$ cat src/rtl/carry_chain_sequencer.sv
// rtl/carry_chain_sequencer.sv - WIDTH-bit add/sub sequenced chunk-by-chunk through one external SLICE-bit carry slice
module carry_chain_sequencer #(
  parameter int WIDTH = 32,
  parameter int SLICE = 4
) (
  input  logic             clk_i,
  input  logic             rst_ni,
  input  logic             in_valid_i,
  output logic             in_ready_o,
  input  logic [WIDTH-1:0] a_i,
  input  logic [WIDTH-1:0] b_i,
  input  logic             sub_i,
  output logic             out_valid_o,
  input  logic             out_ready_i,
  output logic [WIDTH-1:0] sum_o,
  output logic             co_o,
  output logic             ovf_o,
  output logic [SLICE-1:0] slice_s_o,
  output logic [SLICE-1:0] slice_di_o,
  output logic             slice_ci_o,
  output logic             slice_ci_init_o,
  input  logic [SLICE-1:0] slice_o_i,
  input  logic [SLICE-1:0] slice_co_i
);

  localparam int NCHUNK = WIDTH / SLICE;
  localparam int IDXW   = (NCHUNK > 1) ? $clog2(NCHUNK) : 1;
  localparam logic [IDXW-1:0] LAST_IDX = IDXW'(NCHUNK - 1);

  localparam logic [1:0] ST_IDLE = 2'd0;
  localparam logic [1:0] ST_RUN  = 2'd1;
  localparam logic [1:0] ST_DONE = 2'd2;

  generate
    if ((WIDTH % SLICE) != 0) begin : g_bad_width
      $error("carry_chain_sequencer: WIDTH must be a multiple of SLICE");
    end
    if (SLICE < 2) begin : g_bad_slice
      $error("carry_chain_sequencer: SLICE must be at least 2");
    end
  endgenerate

  logic [1:0]       state_q, state_d;
  logic [IDXW-1:0]  idx_q, idx_d;
  logic             carry_q, carry_d;
  logic [WIDTH-1:0] a_q, a_d;
  logic [WIDTH-1:0] b_q, b_d;
  logic             sub_q, sub_d;
  logic [WIDTH-1:0] sum_q, sum_d;
  logic             co_q, co_d;
  logic             ovf_q, ovf_d;

  logic             run;
  logic             accept;
  logic [31:0]      chunk_base;
  logic [SLICE-1:0] a_chunk;
  logic [SLICE-1:0] b_chunk;

  assign run         = (state_q == ST_RUN);
  assign in_ready_o  = (state_q == ST_IDLE) | ((state_q == ST_DONE) & out_ready_i);
  assign accept      = in_valid_i & in_ready_o;
  assign out_valid_o = (state_q == ST_DONE);
  assign sum_o       = sum_q;
  assign co_o        = co_q;
  assign ovf_o       = ovf_q;

  assign chunk_base = 32'(idx_q) * SLICE;
  assign a_chunk    = a_q[chunk_base +: SLICE];
  assign b_chunk    = b_q[chunk_base +: SLICE];

  // Chunk 0 takes its carry from CI_INIT (the subtract +1); later chunks chain the stored carry.
  assign slice_s_o       = run ? (a_chunk ^ b_chunk) : '0;
  assign slice_di_o      = run ? a_chunk : '0;
  assign slice_ci_o      = run & (idx_q != '0) & carry_q;
  assign slice_ci_init_o = run & (idx_q == '0) & sub_q;

  always_comb begin
    state_d = state_q;
    idx_d   = idx_q;
    carry_d = carry_q;
    a_d     = a_q;
    b_d     = b_q;
    sub_d   = sub_q;
    sum_d   = sum_q;
    co_d    = co_q;
    ovf_d   = ovf_q;
    case (state_q)
      ST_IDLE, ST_DONE: begin
        if (accept) begin
          a_d     = a_i;
          b_d     = sub_i ? ~b_i : b_i;
          sub_d   = sub_i;
          idx_d   = '0;
          carry_d = 1'b0;
          state_d = ST_RUN;
        end else if (state_q == ST_DONE && out_ready_i) begin
          state_d = ST_IDLE;
        end
      end
      ST_RUN: begin
        sum_d[chunk_base +: SLICE] = slice_o_i;
        carry_d = slice_co_i[SLICE-1];
        if (idx_q == LAST_IDX) begin
          // Overflow is carry into the MSB differing from carry out of it.
          co_d    = slice_co_i[SLICE-1];
          ovf_d   = slice_co_i[SLICE-1] ^ slice_co_i[SLICE-2];
          idx_d   = '0;
          state_d = ST_DONE;
        end else begin
          idx_d = idx_q + 1'b1;
        end
      end
      default: state_d = ST_IDLE;
    endcase
  end

  always_ff @(posedge clk_i or negedge rst_ni) begin
    if (!rst_ni) begin
      state_q <= ST_IDLE;
      idx_q   <= '0;
      carry_q <= 1'b0;
      a_q     <= '0;
      b_q     <= '0;
      sub_q   <= 1'b0;
      sum_q   <= '0;
      co_q    <= 1'b0;
      ovf_q   <= 1'b0;
    end else begin
      state_q <= state_d;
      idx_q   <= idx_d;
      carry_q <= carry_d;
      a_q     <= a_d;
      b_q     <= b_d;
      sub_q   <= sub_d;
      sum_q   <= sum_d;
      co_q    <= co_d;
      ovf_q   <= ovf_d;
    end
  end

endmodule
$ cat config.mk
export PLATFORM = sky130hd
export DESIGN_NAME = carry_chain_sequencer
export DESIGN_NICKNAME = d
export VERILOG_FILES = /design/src/rtl/carry_chain_sequencer.sv
export SDC_FILE = /design/constraint.sdc
export NUM_CORES = 1
export LEC_CHECK = 0
export CORE_MARGIN = 3
export CORE_UTILIZATION = 54
export CTS_CLUSTER_SIZE = 30
export DETAILED_ROUTE_END_ITERATION = 6
export GPL_TIMING_DRIVEN = 0
export PLACE_DENSITY = 0.87
export SLEW_MARGIN = 20
export SYNTH_ARGS = -nofsm -noshare
export SYNTH_HDL_FRONTEND = slang
export SYNTH_SLANG_ARGS = --single-unit
$ cat constraint.sdc
create_clock -name clk_i -period 6.6 [get_ports clk_i]
set_clock_uncertainty 0.05 [all_clocks]
set_input_delay 1.32 -clock clk_i [delete_from_list [all_inputs] [get_ports clk_i]]
set_output_delay 1.32 -clock clk_i [all_outputs]
set_load 0.02 [all_outputs]
==> flow_summary.ini, run 1 <==
[synth]
synth-simple-area-share_pct = 9.089
synthTopCellsByArea = dfrtp_1 (52%), mux2_2 (14%), xnor2_1 (6.4%)
synth_fa_ha_area_share_pct = 1.743
yosys_warnings = 0
yosysTopAreaCellShare_pct = 52.29
synthesis.nets = 483
synth-seq-cells = 105
synth_xor_area_share_pct = 6.449
syn_inst = 399
ys_seq_area_share_pct = 52.29
syn_area_um2 = 5025
synth_top_family_by_area = multiplexers
synth-compound-area-share_pct = 4.258
syn_area_per_cell_um2 = 12.59
synth_mux_area_share_pct = 23.18
synth_cell_types = 30
synth_top_area_cell = dfrtp_1

[setup_path]
r2r_start = idx_q[0]
worstReg2RegEnd = sum_o[30]
crit_path_start = idx_q[0]
arrival_ps = 2790
worst-setup-path-type = register to primary output
reg2reg_depth = 8
worst_setup_path_endpoint = slice_s_o[1]
required_ps = 5230
cp-end-kind = primary output
cp_max_fo = 10
cp-start-kind = register
ff2ff_setup_slack_ps = 3960

[detailed_routing]
vias = 3549
drtAntennaViolNets = 0
avgViaCountPerCell = 5.528
firstDrtPassIters = 4
drt-total-wl_um = 11530
wl_per_cell_um = 17.96
drt_iter0_markers = 178
drc = 0

[die]
die_width_um = 102.5
num_rows = 34
die_h_um = 102.5
initial_utilization_pct = 56.52
core-area_um2 = 8891
die-area_um2 = 10500
boundaryPins = 123

[sta]
tightest_slew_ps = 603.4
fmax_ghz = 0.2403
drv_slew = 0
min_period_ps = 4161
fin_ws_ps = 2439
period_share_pct = 63.05
setup_violations = 0
finalHoldViolations = 0
tns_ps = 0
slew_headroom_pct = 59.20
rsz0062_at_grt = false

[final_layout]
nets = 614
layout-drive-gt1-share_pct = 18.91
fin_area_um2 = 6565
syn_to_final_growth_pct = 30.65
layout_common_cells = clkdlybuf4s50_1 (118), dfrtp_1 (105), mux2_2 (62)
num_antenna_cells = 0
mostFrequentLayoutCell = clkdlybuf4s50_1
fill_cells = 603

[place]
hpwl_um = 8808
io_buffers = 119
dp_slack_ps = 2535
placed_cell_area_um2 = 6380
routabilityCongestion = 0.8420

[grt]
grt_usage_pct = 23.68
grt_pass1_vias = 3856
grt_max_degree = 60
grt_first_pass_wirelength_um = 18900
antenna_found_initial = 0
grt_overflow = 0

[cts]
cts_buffer_depth = 2
numCtsBuffers = 9
post_cts_buffers = 0
cts_resized = 0
cts_tree = done
clkSinkCount = 105
ctsHoldBuffers = 0
clkTransAtPathRegs_ps = 90
insertion_delay_ps = 370
cts_root_buffer = clkbuf_8
htree_levels = 3

[power]
finalPower_w = 0.003117
ir_drop_uv = 622.4
p_per_area_nw_per_um2 = 474.8
p_leak_nw = 2.813

[run]
cap_violations = 0

[outcome]
status = completed

[hold_path]
hp-class = register to register
==> critical path, cell delays in order, from the launching register on <==
cell	delay [ps]
dfrtp_1	400
buf_6	160
buf_12	150
mux4_2	520
mux2i_1	270
xnor2_1	120
nor2_1	150
clkdlybuf4s50_1	640
==> report_power, final <==
part           switching (W)  internal [W]  leakage [nW]  total, W
clock               0.000216      0.000173        0.0844  0.000389
combinational       0.000807      0.000837          1.42   0.00164
sequential          0.000156      0.000927          1.31   0.00108
total                0.00118       0.00194          2.81   0.00312
==> layout make-up <==
class	instances	area (um^2)	share of cell area [%]
plain buffers	23	138.9	2.115
clock buffers	10	127.6	1.944
clock inverters	5	57.56	0.8767
inverters	3	11.26	0.1715
multi-input cells	268	2247	34.23
flip-flops and latches	105	2628	40.02
well taps	108	135.1	2.058
repair buffers	120	1220	18.58
==> worst min path at each step <==
stage,from,endpoint,slack (ps),depth (start not counted)
floorplan,b_q[13],b_q[13],390,2
global placement,b_q[13],b_q[13],410,2
detailed placement,b_q[14],b_q[14],420,2
CTS,b_q[14],b_q[14],440,2
global route,b_q[23],b_q[23],460,2
finish,b_q[11],b_q[11],440,2
==> Yosys cell counts, drive strengths merged <==
library cell,number
mux2i,8
nand2b,2
clkinv,1
dfrtp,105
ha,7
and3,1
inv,2
nor2,9
xnor2,37
mux2,62
and2,15
mux4,16
o21ai,41
buf,13
nand4,1
nand3b,2
a31o,1
nor3,6
nor2b,3
nor3b,4
nand2,50
clkbuf,10
nand4b,1
nor4b,1
nand3,1
==> cell families after synthesis <==
| family | after synthesis |
|---|---|
| flip-flops | 105 |
| AND/OR/NAND/NOR | 96 |
| multiplexers | 86 |
| AO/OA/AOI/OAI | 42 |
| XOR/XNOR | 37 |
| buffers and inverters | 26 |
| adder cells (fa/ha/maj) | 7 |
==> routing by layer <==
metal | wire length, um | GRT usage [%] | vias up
met4 | 155 | 6.357 | 0
met5 | 0 | 0 | -
met2 | 5791 | 40.71 | 122
met1 | 4925 | 31.01 | 1768
li1 | - | - | 1646
met3 | 657 | 4.369 | 13
==> registers in the layout, summed over array words and instances, names as in the netlist <==
signal	cells
a_q	32
b_q	32
carry_q	1
co_o	1
idx_q	3
ovf_o	1
state_q	2
sub_q	1
sum_o	32
==> per-stage QoR <==
stage | hold WS [ps] | util [%] | cells
2_1_floorplan | 391.6 | - | 399
3_3_place_gp | 407.2 | 71.43 | 626
3_5_place_dp | 415.8 | 71.76 | 627
4_1_cts | 435.6 | 73.84 | 642
5_1_grt | 462.9 | 73.84 | 642
6_report | 437.1 | 73.84 | 642
(Power assumes the default switching activity.)
==> run 2: changes to the inputs <==
--- a/config.mk
+++ b/config.mk
@@ -6,11 +6,11 @@
 export NUM_CORES = 1
 export LEC_CHECK = 0
 export CORE_MARGIN = 3
-export CORE_UTILIZATION = 54
+export CORE_UTILIZATION = 50
 export CTS_CLUSTER_SIZE = 30
 export DETAILED_ROUTE_END_ITERATION = 6
 export GPL_TIMING_DRIVEN = 0
-export PLACE_DENSITY = 0.87
+export PLACE_DENSITY = 0.82
 export SLEW_MARGIN = 20
 export SYNTH_ARGS = -nofsm -noshare
 export SYNTH_HDL_FRONTEND = slang
==> constraint.sdc (replaced) <==
create_clock -name clk_i -period 4.25 [get_ports clk_i]
set_clock_uncertainty 0.05 [all_clocks]
set_input_delay 0.85 -clock clk_i [delete_from_list [all_inputs] [get_ports clk_i]]
set_output_delay 0.85 -clock clk_i [all_outputs]
set_load 0.02 [all_outputs]
==> run 2 against run 1 <==
  * Worst hold slack worse by 96 ps
  * Sequential cell count unchanged
  * Highest routed layer unchanged
  * Setup slack worse by 1900 ps
  * Die area is 7.5% higher
  * Register-to-register slack got worse by 2400 ps
  * Routed wire length down 1.9%
  * Count of clock-buffer cells in the layout increased by 1
  * Sequential share of layout area about the same
  * Core utilization is 4.7 points lower
  * Sequential power rose by 55%
==> flow_summary.ini, run 2 (synthesis results as in run 1) <==
[final_layout]
nets = 614
final_core_util_pct = 69.14
fill_cells = 729
multi_input_area_um2 = 2247
layout_common_cells = clkdlybuf4s50_1 (118), dfrtp_1 (105), mux2_2 (62)
layout-drive-gt1-share_pct = 18.88
num_antenna_cells = 0
syn_to_final_growth_pct = 30.75
mostFrequentLayoutCell = clkdlybuf4s50_1
regArea_um2 = 2628
layout.cells.non_filler = 664

[die]
die_width_um = 106.2
die_h_um = 106.2
num_rows = 35
core-area_um2 = 9503
boundaryPins = 123
die-area_um2 = 11290
initial_utilization_pct = 52.88

[detailed_routing]
wl_per_cell_um = 17.04
drt-total-wl_um = 11310
vias = 3518
drtAntennaViolNets = 0
drt_iter0_markers = 128
avgViaCountPerCell = 5.298
firstDrtPassIters = 5
drc = 0

[grt]
antenna_found_initial = 0
grt_overflow = 0
grt_max_degree = 63
grt_usage_pct = 20.80
grt_pass1_vias = 3673
grt_first_pass_wirelength_um = 18390

[sta]
setup_violations = 0
rsz0062_at_grt = false
fmax_ghz = 0.2711
drv_slew = 0
tightest_slew_ps = 636.2
period_share_pct = 86.81
tns_ps = 0
finalHoldViolations = 0
slew_headroom_pct = 56.99
hold_ws_ps = 341.0
min_period_ps = 3689

[outcome]
status = completed

[setup_path]
cp-start-kind = register
cp-end-kind = primary output
worst-setup-path-type = register to primary output
cp_max_fo = 10
required_ps = 3350
arrival_ps = 2790

[cts]
clkTransAtPathRegs_ps = 90
ctsHoldBuffers = 0
cts_tree = done
htree_levels = 3
insertion_delay_ps = 360
clkSinkCount = 105
numCtsBuffers = 9
cts_buffer_depth = 2
cts_resized = 0
cts_root_buffer = clkbuf_8
post_cts_buffers = 0

[power]
ir_drop_uv = 744.6
p_leak_nw = 2.804
finalPower_w = 0.004740
p_per_area_nw_per_um2 = 721.4

[run]
cap_violations = 0

[place]
routabilityCongestion = 0.8636
io_buffers = 119
hpwl_um = 8779
dp.cells = 648

[hold_path]
hp-class = input port to asynchronous set/reset pin
[run 2: cell type report]
cell class	instances	area share (%)
Sequential cell	105	39.99
Inverter	3	0.1714
Timing Repair Buffer	120	18.57
Tap cell	129	2.457
Buffer	23	2.114
Clock buffer	11	2.000
Clock inverter	5	0.4951
Multi-Input combinational cell	268	34.20
[run 2: worst paths after layout]
path                           from      endpoint  slack [ps]  cells after the start
hold reg to reg              b_q[3]        b_q[3]         430                      2
min in group clk_i           b_q[3]        b_q[3]         430                      2
hold / removal               rst_ni     sum_o[30]         340                      1
setup reg to reg           idx_q[0]     sum_o[30]        1570                      8
setup / recovery           idx_q[0]  slice_s_o[0]         560                      7
max in group asynchronous    rst_ni       a_q[26]        3180                      2
[run 2: critical path, stage by stage (launching register included)]
cell and delay [ps]:
dfrtp_1 430, buf_6 170, buf_4 200, mux4_2 550, mux2i_1 220, xnor2_1 90
nor2_1 140, clkdlybuf4s50_1 630
[run 2: per-stage QoR]
step	worst slack [ps]	cell area [um^2]
2_1_floorplan	1621	5025
3_3_place_gp	-1480	6377
3_5_place_dp	937.7	6406
4_1_cts	540.3	6570
5_1_grt	435.9	6570
6_report	560.7	6570
[run 2: metal layers]
layer,routed length (um),track usage [%],up-vias
li1,-,-,1645
met1,4856,28.08,1730
met2,5559,34.43,127
met3,743,3.825,16
met4,153,6.290,0
met5,0,0,-
[run 2: power by group]
| part | switching [W] | leakage, nW | internal [W] |
|---|---|---|---|
| sequential | 0.000234 | 1.31 | 0.00144 |
| clock | 0.000329 | 0.0753 | 0.000212 |
| combinational | 0.00123 | 1.42 | 0.00130 |
| total | 0.00179 | 2.80 | 0.00295 |
==> run 3: changes to the inputs <==
--- a/config.mk
+++ b/config.mk
@@ -5,12 +5,14 @@
 export SDC_FILE = /design/constraint.sdc
 export NUM_CORES = 1
 export LEC_CHECK = 0
-export CORE_MARGIN = 3
-export CORE_UTILIZATION = 50
+export CORE_MARGIN = 5
+export CORE_UTILIZATION = 51
+export CTS_BUF_LIST = sky130_fd_sc_hd__clkbuf_4 sky130_fd_sc_hd__clkbuf_8
 export CTS_CLUSTER_SIZE = 30
 export DETAILED_ROUTE_END_ITERATION = 6
 export GPL_TIMING_DRIVEN = 0
-export PLACE_DENSITY = 0.82
+export PLACE_DENSITY = 0.83
+export SKIP_CTS_REPAIR_TIMING = 1
 export SLEW_MARGIN = 20
 export SYNTH_ARGS = -nofsm -noshare
 export SYNTH_HDL_FRONTEND = slang
==> run 3 against run 2 <==
  * Via count is 0.54% lower
  * Critical path depth stayed put
  * Sequential cell count stayed put
  * Maximum frequency shrank 0.17%
  * Sequential power about the same
  * Count of clock-buffer cells in the layout unchanged
  * Sequential share of layout area fell by 0.29 points
  * Cell count is 0.60% higher
  * Worst hold slack lost 20 ps
  * Register-to-register slack improved by 40 ps
==> flow_summary.ini, run 3 (synthesis results as in run 1) <==
[outcome]
status = completed

[sta]
fmax_ghz = 0.2706
period_share_pct = 86.96
finalHoldViolations = 0
setup_violations = 0
fin_ws_ps = 554.3
rsz0062_at_grt = false
min_period_ps = 3696
tightest_slew_ps = 674.8
drv_slew = 0
slew_headroom_pct = 54.38
hold_ws_ps = 321.5

[grt]
grt_usage_pct = 20.01
grt_overflow = 0
antenna_found_initial = 0
grt_pass1_vias = 3705
grt_first_pass_wirelength_um = 18460
grt_max_degree = 68

[place]
routabilityCongestion = 0.8238
io_buffers = 119
dp.cells = 652
placed_cell_area_um2 = 6411
hpwl_um = 8844
dp_slack_ps = 935.9

[final_layout]
layout_common_cells = clkdlybuf4s50_1 (118), dfrtp_1 (105), mux2_2 (62)
fin_area_um2 = 6619
layout.cells.non_filler = 668
final_core_util_pct = 68.35
layout-drive-gt1-share_pct = 19.25
mostFrequentLayoutCell = clkdlybuf4s50_1
nets = 614
num_antenna_cells = 0
syn_to_final_growth_pct = 31.72

[detailed_routing]
vias = 3499
drt-total-wl_um = 11460
firstDrtPassIters = 4
drtAntennaViolNets = 0
drc = 0
drt_iter0_markers = 110
wl_per_cell_um = 17.16
avgViaCountPerCell = 5.238

[die]
die_width_um = 109.3
boundaryPins = 123
die_h_um = 109.3
initial_utilization_pct = 51.89
die-area_um2 = 11940
num_rows = 36
core-area_um2 = 9684

[setup_path]
cp_max_fo = 10
worstReg2RegEnd = sum_o[31]
worst-setup-path-type = register to primary output
max_stage_delay_ps = 630
cp-start-kind = register
cp-end-kind = primary output
path_cells = buf_6, buf_12, mux4_2, mux2i_1, xnor2_1, nor2_1, clkdlybuf4s50_1
path_buf_inv = 3
critPathSlowestCell = clkdlybuf4s50_1
ff2ff_setup_slack_ps = 1610
arrival_ps = 2800
cp_top_family = buffers and inverters
worst-path-stages = 7
r2r_start = idx_q[0]
reg2reg_depth = 8
required_ps = 3350

[cts]
numCtsBuffers = 9
clkTransAtPathRegs_ps = 100
cts_buffer_depth = 2
clkSinkCount = 105
insertion_delay_ps = 360
cts_tree = done
htree_levels = 3
cts_root_buffer = clkbuf_8

[hold_path]
hp-class = input port to asynchronous set/reset pin

[run]
cap_violations = 0

[power]
p_per_area_nw_per_um2 = 735.2
p_leak_nw = 2.828
ir_drop_uv = 936.1
-- run 3: power breakdown --
part	total, W	leakage [nW]	internal, W	switching, W
sequential	0.00167	1.31	0.00144	0.000232
clock	0.000645	0.100	0.000300	0.000345
combinational	0.00255	1.42	0.00130	0.00125
total	0.00487	2.83	0.00304	0.00183
-- run 3: per-layer routing --
| metal | part of all wire (%) | GRT usage [%] | vias to the layer above |
|---|---|---|---|
| met1 | 45 | 28.12 | 1725 |
| met2 | 48 | 32.63 | 119 |
| met4 | 1.1 | 5.165 | 0 |
| met5 | 0 | 0 | - |
| li1 | - | - | 1643 |
| met3 | 5.9 | 3.256 | 12 |
-- run 3: worst register-to-register path, stage by stage, from the launching register on --
cell and delay [ps]:
dfrtp_1 420, buf_6 170, buf_4 200, inv_1 120, ha_1 240, ha_1 340, nor3_1 300, and2_0 320
mux2_2 380
-- run 3: area by class of cell --
cell class / instances / area [um^2]
Fill cell: 692 / 3065
Tap cell: 133 / 166.4
Sequential cell: 105 / 2628
Clock inverter: 5 / 62.56
Buffer: 23 / 138.9
Timing Repair Buffer: 120 / 1220
Multi-Input combinational cell: 268 / 2247
Inverter: 3 / 11.26
Clock buffer: 11 / 145.1
-- run 3: per-stage QoR --
| stage | power (W) | setup TNS [ps] |
|---|---|---|
| final | 0.004866 | 0 |
| after global placement | 0.004157 | -152890 |
| after floorplan | 0.003273 | 0 |
| after global routing | 0.005178 | 0 |
| after detailed placement | 0.004246 | 0 |
| after CTS | 0.004889 | 0 |
-- run 3: how the worst max path moves through the flow --
stage              from            to  slack [ps]
2_1_floorplan  idx_q[0]    slice_ci_o        1620
3_3_place_gp     rst_ni       a_q[20]       -1460
3_5_place_dp   idx_q[0]  slice_s_o[2]         940
4_1_cts        idx_q[0]  slice_s_o[2]         530
5_1_grt        idx_q[0]  slice_s_o[2]         410
6_report       idx_q[0]  slice_s_o[0]         550
